### src/rtl/vx_mem_req_arbiter_if.sv
// Bus bundle between the requesters, the arbiter and the dcache port.
//
// Every valid/ready pair below follows the same rule: a transfer fires on a
// rising clk edge where valid and ready are both high; a source holds valid
// and its payload stable until that edge; ready may depend combinationally
// on valid; valid never depends on ready.
interface vx_mem_req_arbiter_if #(
  parameter int NUM_REQS   = 4,
  parameter int ADDR_WIDTH = 32,
  parameter int DATA_WIDTH = 32,
  parameter int TAG_WIDTH  = 8
);
  localparam int SEL_W = $clog2(NUM_REQS);
  localparam int BE_W  = DATA_WIDTH / 8;

  // requester side
  logic [NUM_REQS-1:0]            req_valid_in;
  logic [NUM_REQS-1:0]            req_rw_in;
  logic [NUM_REQS*ADDR_WIDTH-1:0] req_addr_in;
  logic [NUM_REQS*DATA_WIDTH-1:0] req_data_in;
  logic [NUM_REQS*BE_W-1:0]       req_byteen_in;
  logic [NUM_REQS*TAG_WIDTH-1:0]  req_tag_in;
  logic [NUM_REQS-1:0]            req_ready_in;

  // dcache request side
  logic                           req_valid_out;
  logic                           req_rw_out;
  logic [ADDR_WIDTH-1:0]          req_addr_out;
  logic [DATA_WIDTH-1:0]          req_data_out;
  logic [BE_W-1:0]                req_byteen_out;
  logic [TAG_WIDTH+SEL_W-1:0]     req_tag_out;
  logic                           req_ready_out;

  // dcache response side
  logic                           rsp_valid_in;
  logic [DATA_WIDTH-1:0]          rsp_data_in;
  logic [TAG_WIDTH+SEL_W-1:0]     rsp_tag_in;
  logic                           rsp_ready_in;

  // requester response side
  logic [NUM_REQS-1:0]            rsp_valid_out;
  logic [DATA_WIDTH-1:0]          rsp_data_out;
  logic [TAG_WIDTH-1:0]           rsp_tag_out;
  logic [NUM_REQS-1:0]            rsp_ready_out;

  // arbiter view
  modport slave (
    input  req_valid_in, req_rw_in, req_addr_in, req_data_in, req_byteen_in, req_tag_in,
    output req_ready_in,
    output req_valid_out, req_rw_out, req_addr_out, req_data_out, req_byteen_out, req_tag_out,
    input  req_ready_out,
    input  rsp_valid_in, rsp_data_in, rsp_tag_in,
    output rsp_ready_in,
    output rsp_valid_out, rsp_data_out, rsp_tag_out,
    input  rsp_ready_out
  );

  // environment view (requesters plus dcache)
  modport master (
    output req_valid_in, req_rw_in, req_addr_in, req_data_in, req_byteen_in, req_tag_in,
    input  req_ready_in,
    input  req_valid_out, req_rw_out, req_addr_out, req_data_out, req_byteen_out, req_tag_out,
    output req_ready_out,
    output rsp_valid_in, rsp_data_in, rsp_tag_in,
    input  rsp_ready_in,
    input  rsp_valid_out, rsp_data_out, rsp_tag_out,
    output rsp_ready_out
  );
endinterface

### src/rtl/vx_mem_req_arbiter.sv
// Round-robin arbiter sharing one dcache request port among NUM_REQS
// requesters. One registered output stage, requester index prepended to the
// outgoing tag, responses routed back by that index, and a per-requester cap
// on outstanding reads.
module vx_mem_req_arbiter #(
  parameter int NUM_REQS    = 4,
  parameter int ADDR_WIDTH  = 32,
  parameter int DATA_WIDTH  = 32,
  parameter int TAG_WIDTH   = 8,
  parameter int MAX_PENDING = 4,
  localparam int SEL_W      = $clog2(NUM_REQS),
  localparam int CNT_W      = $clog2(MAX_PENDING + 1)
) (
  input  logic                      clk,
  input  logic                      reset,
  vx_mem_req_arbiter_if.slave       bus,
  output logic [NUM_REQS*CNT_W-1:0] pending_count,
  output logic                      busy
);
  localparam int BE_W = DATA_WIDTH / 8;

  // output stage
  logic                       valid_q;
  logic                       rw_q;
  logic [ADDR_WIDTH-1:0]      addr_q;
  logic [DATA_WIDTH-1:0]      data_q;
  logic [BE_W-1:0]            byteen_q;
  logic [TAG_WIDTH+SEL_W-1:0] tag_q;

  // arbitration state
  logic [SEL_W-1:0]           ptr_q, ptr_d;
  logic [CNT_W-1:0]           pend_q [NUM_REQS];
  logic [CNT_W-1:0]           pend_d [NUM_REQS];

  logic [NUM_REQS-1:0]        eligible;
  logic                       stage_free;
  logic                       grant_found;
  logic [SEL_W-1:0]           grant_idx;
  logic                       grant_fire;
  logic                       hi_found, lo_found;
  logic [SEL_W-1:0]           hi_idx, lo_idx;

  logic [SEL_W-1:0]           rsp_sel;
  logic                       rsp_fire;
  logic                       rsp_cnt_zero;
  logic                       any_pending;

  assign stage_free = !valid_q || bus.req_ready_out;
  assign rsp_sel    = bus.rsp_tag_in[TAG_WIDTH +: SEL_W];

  // Eligibility and round-robin pick: the first eligible index at or after
  // the pointer wins; otherwise wrap to the lowest eligible index.
  always_comb begin
    eligible = '0;
    hi_found = 1'b0;
    lo_found = 1'b0;
    hi_idx   = '0;
    lo_idx   = '0;
    for (int i = 0; i < NUM_REQS; i++) begin
      eligible[i] = bus.req_valid_in[i] &&
                    (bus.req_rw_in[i] || (pend_q[i] < CNT_W'(MAX_PENDING)));
    end
    for (int i = NUM_REQS - 1; i >= 0; i--) begin
      if (eligible[i]) begin
        lo_found = 1'b1;
        lo_idx   = SEL_W'(i);
        if (SEL_W'(i) >= ptr_q) begin
          hi_found = 1'b1;
          hi_idx   = SEL_W'(i);
        end
      end
    end
    grant_found = hi_found || lo_found;
    grant_idx   = hi_found ? hi_idx : lo_idx;
    grant_fire  = grant_found && stage_free;
  end

  // Accept handshake back to the requesters: one-hot on the granted index.
  always_comb begin
    bus.req_ready_in = '0;
    if (grant_fire) begin
      bus.req_ready_in[grant_idx] = 1'b1;
    end
  end

  // Pointer advance: one past the last winner, wrapping at NUM_REQS.
  always_comb begin
    ptr_d = ptr_q;
    if (grant_fire) begin
      ptr_d = (grant_idx == SEL_W'(NUM_REQS - 1)) ? '0 : grant_idx + SEL_W'(1);
    end
  end

  // Response routing by the index carried in the top tag bits.
  always_comb begin
    bus.rsp_valid_out = '0;
    bus.rsp_ready_in  = 1'b0;
    rsp_cnt_zero      = 1'b0;
    for (int i = 0; i < NUM_REQS; i++) begin
      if (rsp_sel == SEL_W'(i)) begin
        bus.rsp_valid_out[i] = bus.rsp_valid_in;
        bus.rsp_ready_in     = bus.rsp_ready_out[i];
        rsp_cnt_zero         = (pend_q[i] == '0);
      end
    end
    rsp_fire = bus.rsp_valid_in && bus.rsp_ready_in;
  end

  assign bus.rsp_data_out = bus.rsp_data_in;
  assign bus.rsp_tag_out  = bus.rsp_tag_in[TAG_WIDTH-1:0];

  // Outstanding-read counters: read grants count up, responses count down;
  // a simultaneous pair cancels. A response to an empty counter is ignored.
  always_comb begin
    any_pending = 1'b0;
    for (int i = 0; i < NUM_REQS; i++) begin
      logic inc;
      logic dec;
      inc = grant_fire && (grant_idx == SEL_W'(i)) && !bus.req_rw_in[i];
      dec = rsp_fire && (rsp_sel == SEL_W'(i)) && (pend_q[i] != '0);
      pend_d[i] = pend_q[i];
      if (inc && !dec) begin
        pend_d[i] = pend_q[i] + CNT_W'(1);
      end else if (dec && !inc) begin
        pend_d[i] = pend_q[i] - CNT_W'(1);
      end
      pending_count[i*CNT_W +: CNT_W] = pend_q[i];
      any_pending = any_pending || (pend_q[i] != '0);
    end
  end

  assign busy = valid_q || any_pending;

  // Control state: stage valid, round-robin pointer, read counters.
  always_ff @(posedge clk) begin
    if (reset) begin
      valid_q <= 1'b0;
      ptr_q   <= '0;
      for (int i = 0; i < NUM_REQS; i++) begin
        pend_q[i] <= '0;
      end
    end else begin
      if (stage_free) begin
        valid_q <= grant_found;
      end
      ptr_q <= ptr_d;
      for (int i = 0; i < NUM_REQS; i++) begin
        pend_q[i] <= pend_d[i];
      end
    end
  end

  // Stage payload: loads only on a grant, otherwise holds.
  always_ff @(posedge clk) begin
    if (grant_fire) begin
      rw_q     <= bus.req_rw_in[grant_idx];
      addr_q   <= bus.req_addr_in[grant_idx*ADDR_WIDTH +: ADDR_WIDTH];
      data_q   <= bus.req_data_in[grant_idx*DATA_WIDTH +: DATA_WIDTH];
      byteen_q <= bus.req_byteen_in[grant_idx*BE_W +: BE_W];
      tag_q    <= {grant_idx, bus.req_tag_in[grant_idx*TAG_WIDTH +: TAG_WIDTH]};
    end
  end

  assign bus.req_valid_out  = valid_q;
  assign bus.req_rw_out     = rw_q;
  assign bus.req_addr_out   = addr_q;
  assign bus.req_data_out   = data_q;
  assign bus.req_byteen_out = byteen_q;
  assign bus.req_tag_out    = tag_q;

  a_rsp_sel_range: assert property (@(posedge clk) disable iff (reset)
    bus.rsp_valid_in |-> (int'(rsp_sel) < NUM_REQS));

  a_rsp_cnt_nonzero: assert property (@(posedge clk) disable iff (reset)
    rsp_fire |-> !rsp_cnt_zero);

endmodule

### src/flat_wrapper.sv
// flat-port wrapper written by rule: the top's interface ports become plain ports
module vx_mem_req_arbiter_flat 
#(
  parameter int NUM_REQS    = 4,
  parameter int ADDR_WIDTH  = 32,
  parameter int DATA_WIDTH  = 32,
  parameter int TAG_WIDTH   = 8,
  parameter int MAX_PENDING = 4,
  localparam int SEL_W      = $clog2(NUM_REQS),
  localparam int CNT_W      = $clog2(MAX_PENDING + 1)
)
  (clk, reset, pending_count, busy, bus_req_valid_in, bus_req_rw_in, bus_req_addr_in, bus_req_data_in, bus_req_byteen_in, bus_req_tag_in, bus_req_ready_in, bus_req_valid_out, bus_req_rw_out, bus_req_addr_out, bus_req_data_out, bus_req_byteen_out, bus_req_tag_out, bus_req_ready_out, bus_rsp_valid_in, bus_rsp_data_in, bus_rsp_tag_in, bus_rsp_ready_in, bus_rsp_valid_out, bus_rsp_data_out, bus_rsp_tag_out, bus_rsp_ready_out);
  vx_mem_req_arbiter_if #(.NUM_REQS(NUM_REQS), .ADDR_WIDTH(ADDR_WIDTH), .DATA_WIDTH(DATA_WIDTH), .TAG_WIDTH(TAG_WIDTH)) bus_i ();
  input  logic clk;
  input  logic reset;
  output logic [NUM_REQS*CNT_W-1:0] pending_count;
  output logic busy;
  input wire logic [$bits(bus_i.req_valid_in)-1:0] bus_req_valid_in;
  input wire logic [$bits(bus_i.req_rw_in)-1:0] bus_req_rw_in;
  input wire logic [$bits(bus_i.req_addr_in)-1:0] bus_req_addr_in;
  input wire logic [$bits(bus_i.req_data_in)-1:0] bus_req_data_in;
  input wire logic [$bits(bus_i.req_byteen_in)-1:0] bus_req_byteen_in;
  input wire logic [$bits(bus_i.req_tag_in)-1:0] bus_req_tag_in;
  output wire logic [$bits(bus_i.req_ready_in)-1:0] bus_req_ready_in;
  output wire logic [$bits(bus_i.req_valid_out)-1:0] bus_req_valid_out;
  output wire logic [$bits(bus_i.req_rw_out)-1:0] bus_req_rw_out;
  output wire logic [$bits(bus_i.req_addr_out)-1:0] bus_req_addr_out;
  output wire logic [$bits(bus_i.req_data_out)-1:0] bus_req_data_out;
  output wire logic [$bits(bus_i.req_byteen_out)-1:0] bus_req_byteen_out;
  output wire logic [$bits(bus_i.req_tag_out)-1:0] bus_req_tag_out;
  input wire logic [$bits(bus_i.req_ready_out)-1:0] bus_req_ready_out;
  input wire logic [$bits(bus_i.rsp_valid_in)-1:0] bus_rsp_valid_in;
  input wire logic [$bits(bus_i.rsp_data_in)-1:0] bus_rsp_data_in;
  input wire logic [$bits(bus_i.rsp_tag_in)-1:0] bus_rsp_tag_in;
  output wire logic [$bits(bus_i.rsp_ready_in)-1:0] bus_rsp_ready_in;
  output wire logic [$bits(bus_i.rsp_valid_out)-1:0] bus_rsp_valid_out;
  output wire logic [$bits(bus_i.rsp_data_out)-1:0] bus_rsp_data_out;
  output wire logic [$bits(bus_i.rsp_tag_out)-1:0] bus_rsp_tag_out;
  input wire logic [$bits(bus_i.rsp_ready_out)-1:0] bus_rsp_ready_out;
  assign bus_i.req_valid_in = bus_req_valid_in;
  assign bus_i.req_rw_in = bus_req_rw_in;
  assign bus_i.req_addr_in = bus_req_addr_in;
  assign bus_i.req_data_in = bus_req_data_in;
  assign bus_i.req_byteen_in = bus_req_byteen_in;
  assign bus_i.req_tag_in = bus_req_tag_in;
  assign bus_req_ready_in = bus_i.req_ready_in;
  assign bus_req_valid_out = bus_i.req_valid_out;
  assign bus_req_rw_out = bus_i.req_rw_out;
  assign bus_req_addr_out = bus_i.req_addr_out;
  assign bus_req_data_out = bus_i.req_data_out;
  assign bus_req_byteen_out = bus_i.req_byteen_out;
  assign bus_req_tag_out = bus_i.req_tag_out;
  assign bus_i.req_ready_out = bus_req_ready_out;
  assign bus_i.rsp_valid_in = bus_rsp_valid_in;
  assign bus_i.rsp_data_in = bus_rsp_data_in;
  assign bus_i.rsp_tag_in = bus_rsp_tag_in;
  assign bus_rsp_ready_in = bus_i.rsp_ready_in;
  assign bus_rsp_valid_out = bus_i.rsp_valid_out;
  assign bus_rsp_data_out = bus_i.rsp_data_out;
  assign bus_rsp_tag_out = bus_i.rsp_tag_out;
  assign bus_i.rsp_ready_out = bus_rsp_ready_out;
  vx_mem_req_arbiter #(.NUM_REQS(NUM_REQS), .ADDR_WIDTH(ADDR_WIDTH), .DATA_WIDTH(DATA_WIDTH), .TAG_WIDTH(TAG_WIDTH), .MAX_PENDING(MAX_PENDING)) u_core (.clk(clk), .reset(reset), .bus(bus_i), .pending_count(pending_count), .busy(busy));
endmodule
### config.mk
export PLATFORM = sky130hd
export DESIGN_NAME = vx_mem_req_arbiter_flat
export DESIGN_NICKNAME = d
export VERILOG_FILES = /design/src/rtl/vx_mem_req_arbiter_if.sv /design/src/rtl/vx_mem_req_arbiter.sv /design/src/flat_wrapper.sv
export SDC_FILE = /design/constraint.sdc
export NUM_CORES = 1
export LEC_CHECK = 0
export BUFFER_PORTS_ARGS = -buffer_cell sky130_fd_sc_hd__buf_2
export CORE_AREA = 2 2 194 196
export CTS_CLUSTER_DIAMETER = 30
export DETAILED_ROUTE_END_ITERATION = 8
export DIE_AREA = 0 0 196 198
export REMOVE_ABC_BUFFERS = 1
export SLEW_MARGIN = 30
export SYNTH_ARGS = -nofsm -noshare
export SYNTH_HDL_FRONTEND = slang
export SYNTH_SLANG_ARGS = --single-unit
### constraint.sdc
create_clock -name clk -period 15.94 [get_ports clk]
set_input_delay 3.188 -clock clk [delete_from_list [all_inputs] [get_ports clk]]
set_output_delay 3.188 -clock clk [all_outputs]
set_load 0.03 [all_outputs]
==> metrics.md <==
| Metric | Value |
|---|---|
| Status | `complete, no violations` |
| Met2 WL | `approximately 11 mm` |
| Final hold vios | `0` |
| Sw Share | `43.95%` |
| Core area | `about 37000 um2` |
| Most common cell in the netlist | `a22oi_1` |
| Avg Inst Size Synth | `10.51 um2` |
| Pwr dens | `around 140 nW/um2` |
| Max-cap violations | `0` |
| Top cell type by total area after synthesis | `edfxtp_1` |
| Clock Skews | `12.39 ps` |
| Hold WC Path Type | `reg2reg` |
| Predominant post-synthesis flop cell | `edfxtp_1` |
| Fin crit share | `between 50% and 60%` |
| CP Class | `in2out` |
| Crit. End Element | `output pin` |
| Clk network pwr share | `17.9%` |
| Gr ovfl total | `0` |
| Total GRT Usage | `approximately an eighth` |
| Clk slew on worst S/H paths | `~80 ps` |
| Starting Density | `between 15 and 20%` |
| Highest metal used | `met5` |
| Int Power | `about 720 uW` |
| Port bufs | `423` |
| Yosys warns | `0` |
| Pleak | `approximately 4 nW` |
| CP max-delay cell | `clkinv_2` |
| CP cell instances | `buf_2, nand2b_2, a22oi_2, o221a_4, clkinv_2, buf_4, ha_1, and2_1, buf_2` |
| Wire per inst | `~18 um` |
| Dpl hpwl | `20.11 mm` |
| Antenna-violating nets left | `0` |
| Std-Cell Rows | `71` |
| Htree depth | `3` |
| Hold buffer count at CTS | `0` |
| First-pass GRT wire length | `about 35 mm` |
| Total Wirelength | `between 20 and 30 mm` |
| Fill cells | `between 3000 and 4000` |
| Slack of the worst reg-to-reg path | `about 12000 ps` |
| Largest net degree at the start of global routing | `79` |
| Top cell by count, worst path | `buf_2` |
| CTS tree | `done` |
| Antenna cells | `0` |
| Drt first pass iters | `6` |
| Post-synthesis sequential element count | `94` |
| CTS Buffer Depth | `2` |
| Worst skew pair latency | `~370 ps` |
| Post-synth EDFFs | `between 70 and 80` |
| Slew Limit Headroom | `around 38%` |
| RSZ-0062 raised after global routing | `false` |
| Final setup viols | `0` |
| Synth top area cells | `edfxtp_1 37%, a22oi_1 17%, mux2i_1 13%` |
| CP Max Fanout | `42` |
| Clock net sink count | `94` |
| Vias in the first global route | `6006` |
| Drt via density | `4.359` |
| Clock Tree Root | `clkbuf_16` |
| Synthesized area | `around 6300 um2` |
| Number of distinct library cells after synthesis | `42` |
| Initial antenna violation count | `0` |
| Nets@finish | `1325` |
| # DRC | `0` |
| Worst hold slack | `around 540 ps` |
| # IOs | `between 500 and 600` |
| Share of the synthesized area in the top cell type | `around 37%` |
| Routability cong. | `0.8401` |
| Area Overhead vs Synth | `39.85%` |
| Iter 0 DRT Violations | `~350` |
| FMAX | `0.1069 GHz` |
| CTS buffer count | `9` |
| Register area share after synthesis | `42.16%` |
| M1 WL | `10.02 mm` |
| Setup_tns | `0 ps` |
| Flop pwr share | `a little over 30%` |
| Die area | `38810 um2` |
| Layout cells sized above 1 | `about half` |
| FFs w/ async S/R, synth | `0%` |
| Worst-Margin Slew | `approximately 940 ps` |
| Crit-path max cell delay | `~640 ps` |
| Logic pwr share | `between 50% and 60%` |
| Arr. time, crit path | `about 6200 ps` |
| DR WL met3 | `between 3 and 4 mm` |
| Critical path required time | `~13000 ps` |
| Most frequent cells after synthesis | `143 x a22oi_1, 82 x nand2_1, 81 x mux2i_1, 79 x edfxtp_1, 45 x buf_4` |
| CP startpoint kind | `input port` |
| Period minus WS final | `about 9400 ps` |
| Die Y | `a little under 200 um` |
| Vias post-DR | `between 6000 and 7000` |
| Die width | `196 um` |
| Post-cts sizing count | `0` |
| Final Max Tran Viols | `0` |
| Syn Inst Count | `between 600 and 700` |
| Max VDD drop | `slightly below 0.05 mV` |
| Setup Buffers After CTS | `0` |
| Switching pwr | `~560 uW` |
flip-flops by register name, summed over array words and instances (netlist names):
register / count
u_core.bus.req_addr_out: 32
u_core.bus.req_data_out: 32
u_core.pend_q: 12
u_core.bus.req_tag_out: 10
u_core.bus.req_byteen_out: 4
u_core.ptr_q: 2
u_core.bus.req_rw_out: 1
u_core.bus.req_valid_out: 1
path summary, 6_finish.rpt:
check                       from  cells past startpoint                   to
max reg2reg  u_core.pend_q[2][2]                     14  u_core.pend_q[1][2]
min          u_core.pend_q[3][2]                      2  u_core.pend_q[3][2]
max             bus_req_rw_in[1]                      9  bus_req_ready_in[1]
min reg2reg  u_core.pend_q[3][2]                      2  u_core.pend_q[3][2]
kinds of logic after synthesis:
| family | share of synthesized area (%) |
|---|---|
| xor gates and xnor gates | 1.105 |
| AOI/OAI and AO/OA | 22.11 |
| muxes | 13.15 |
| DFF | 42.16 |
| and+or+nand+nor | 8.942 |
| buffers and inverters | 9.692 |
| adders and majority gates | 2.843 |
metal layers:
metal	up-vias	global-route usage (%)
met4	2	4.966
met5	-	3.065
met2	362	19.10
met3	28	6.455
li1	2955	-
met1	2887	14.04
layout by cell type (no fill, tap or decap), drive strengths merged, types with 2 or more instances in the layout:
master | Yosys | final
dfxtp | 15 | 15
nor3 | 5 | 5
a2bb2oi | 2 | 2
nor2b | 7 | 7
inv | 8 | 11
and2 | 5 | 5
mux2i | 81 | 81
buf | 78 | 430
edfxtp | 79 | 79
a22oi | 154 | 154
clkbuf | 15 | 9
a211oi | 2 | 2
xor2 | 8 | 8
ha | 8 | 8
clkinv | 0 | 2
fa | 4 | 4
nand2 | 82 | 82
a21oi | 4 | 4
o2bb2ai | 2 | 2
nand2b | 5 | 5
o21ai | 5 | 5
or3 | 6 | 6
nor2 | 15 | 15
power groups by stage:
stage               Sequential, mW  Combinational, mW  Clock, mW
floorplan                    0.560              0.298          0
global placement             0.403              0.653          0
detailed placement           0.405              0.660          0
CTS                          0.401              0.661      0.242
global route                 0.408              0.705      0.252
finish                       0.399              0.654      0.229
cell type report:
class	count	area, um2	area share, %
clock buffer	9	225.2	2.541
clock inverter	7	77.57	0.8751
inverter	8	31.28	0.3529
multi-input combinational	408	3095	34.92
sequential	94	2673	30.15
tap	474	593.1	6.690
timing repair buffer	430	2170	24.47
worst max-delay path: cells and delay by family:
family / cells / cell delay [ps]
buf+inv: 4 / 1450
compound gates: 2 / 790
simple gates: 2 / 410
fa+ha+maj: 1 / 240
stage by stage:
stage               util (%)  total power [mW]  setup slack [ps]  cells  area (um2)
CTS                    23.99             1.303              6591   1430        8865
global route           23.99             1.365              6434   1430        8865
finish                 23.99             1.281              6588   1430        8865
global placement       23.17             1.057              6689   1414        8562
detailed placement     23.17             1.065              6590   1414        8562
floorplan                  -            0.8580              3804    510        5754
Power figures use the tool's default switching activity.
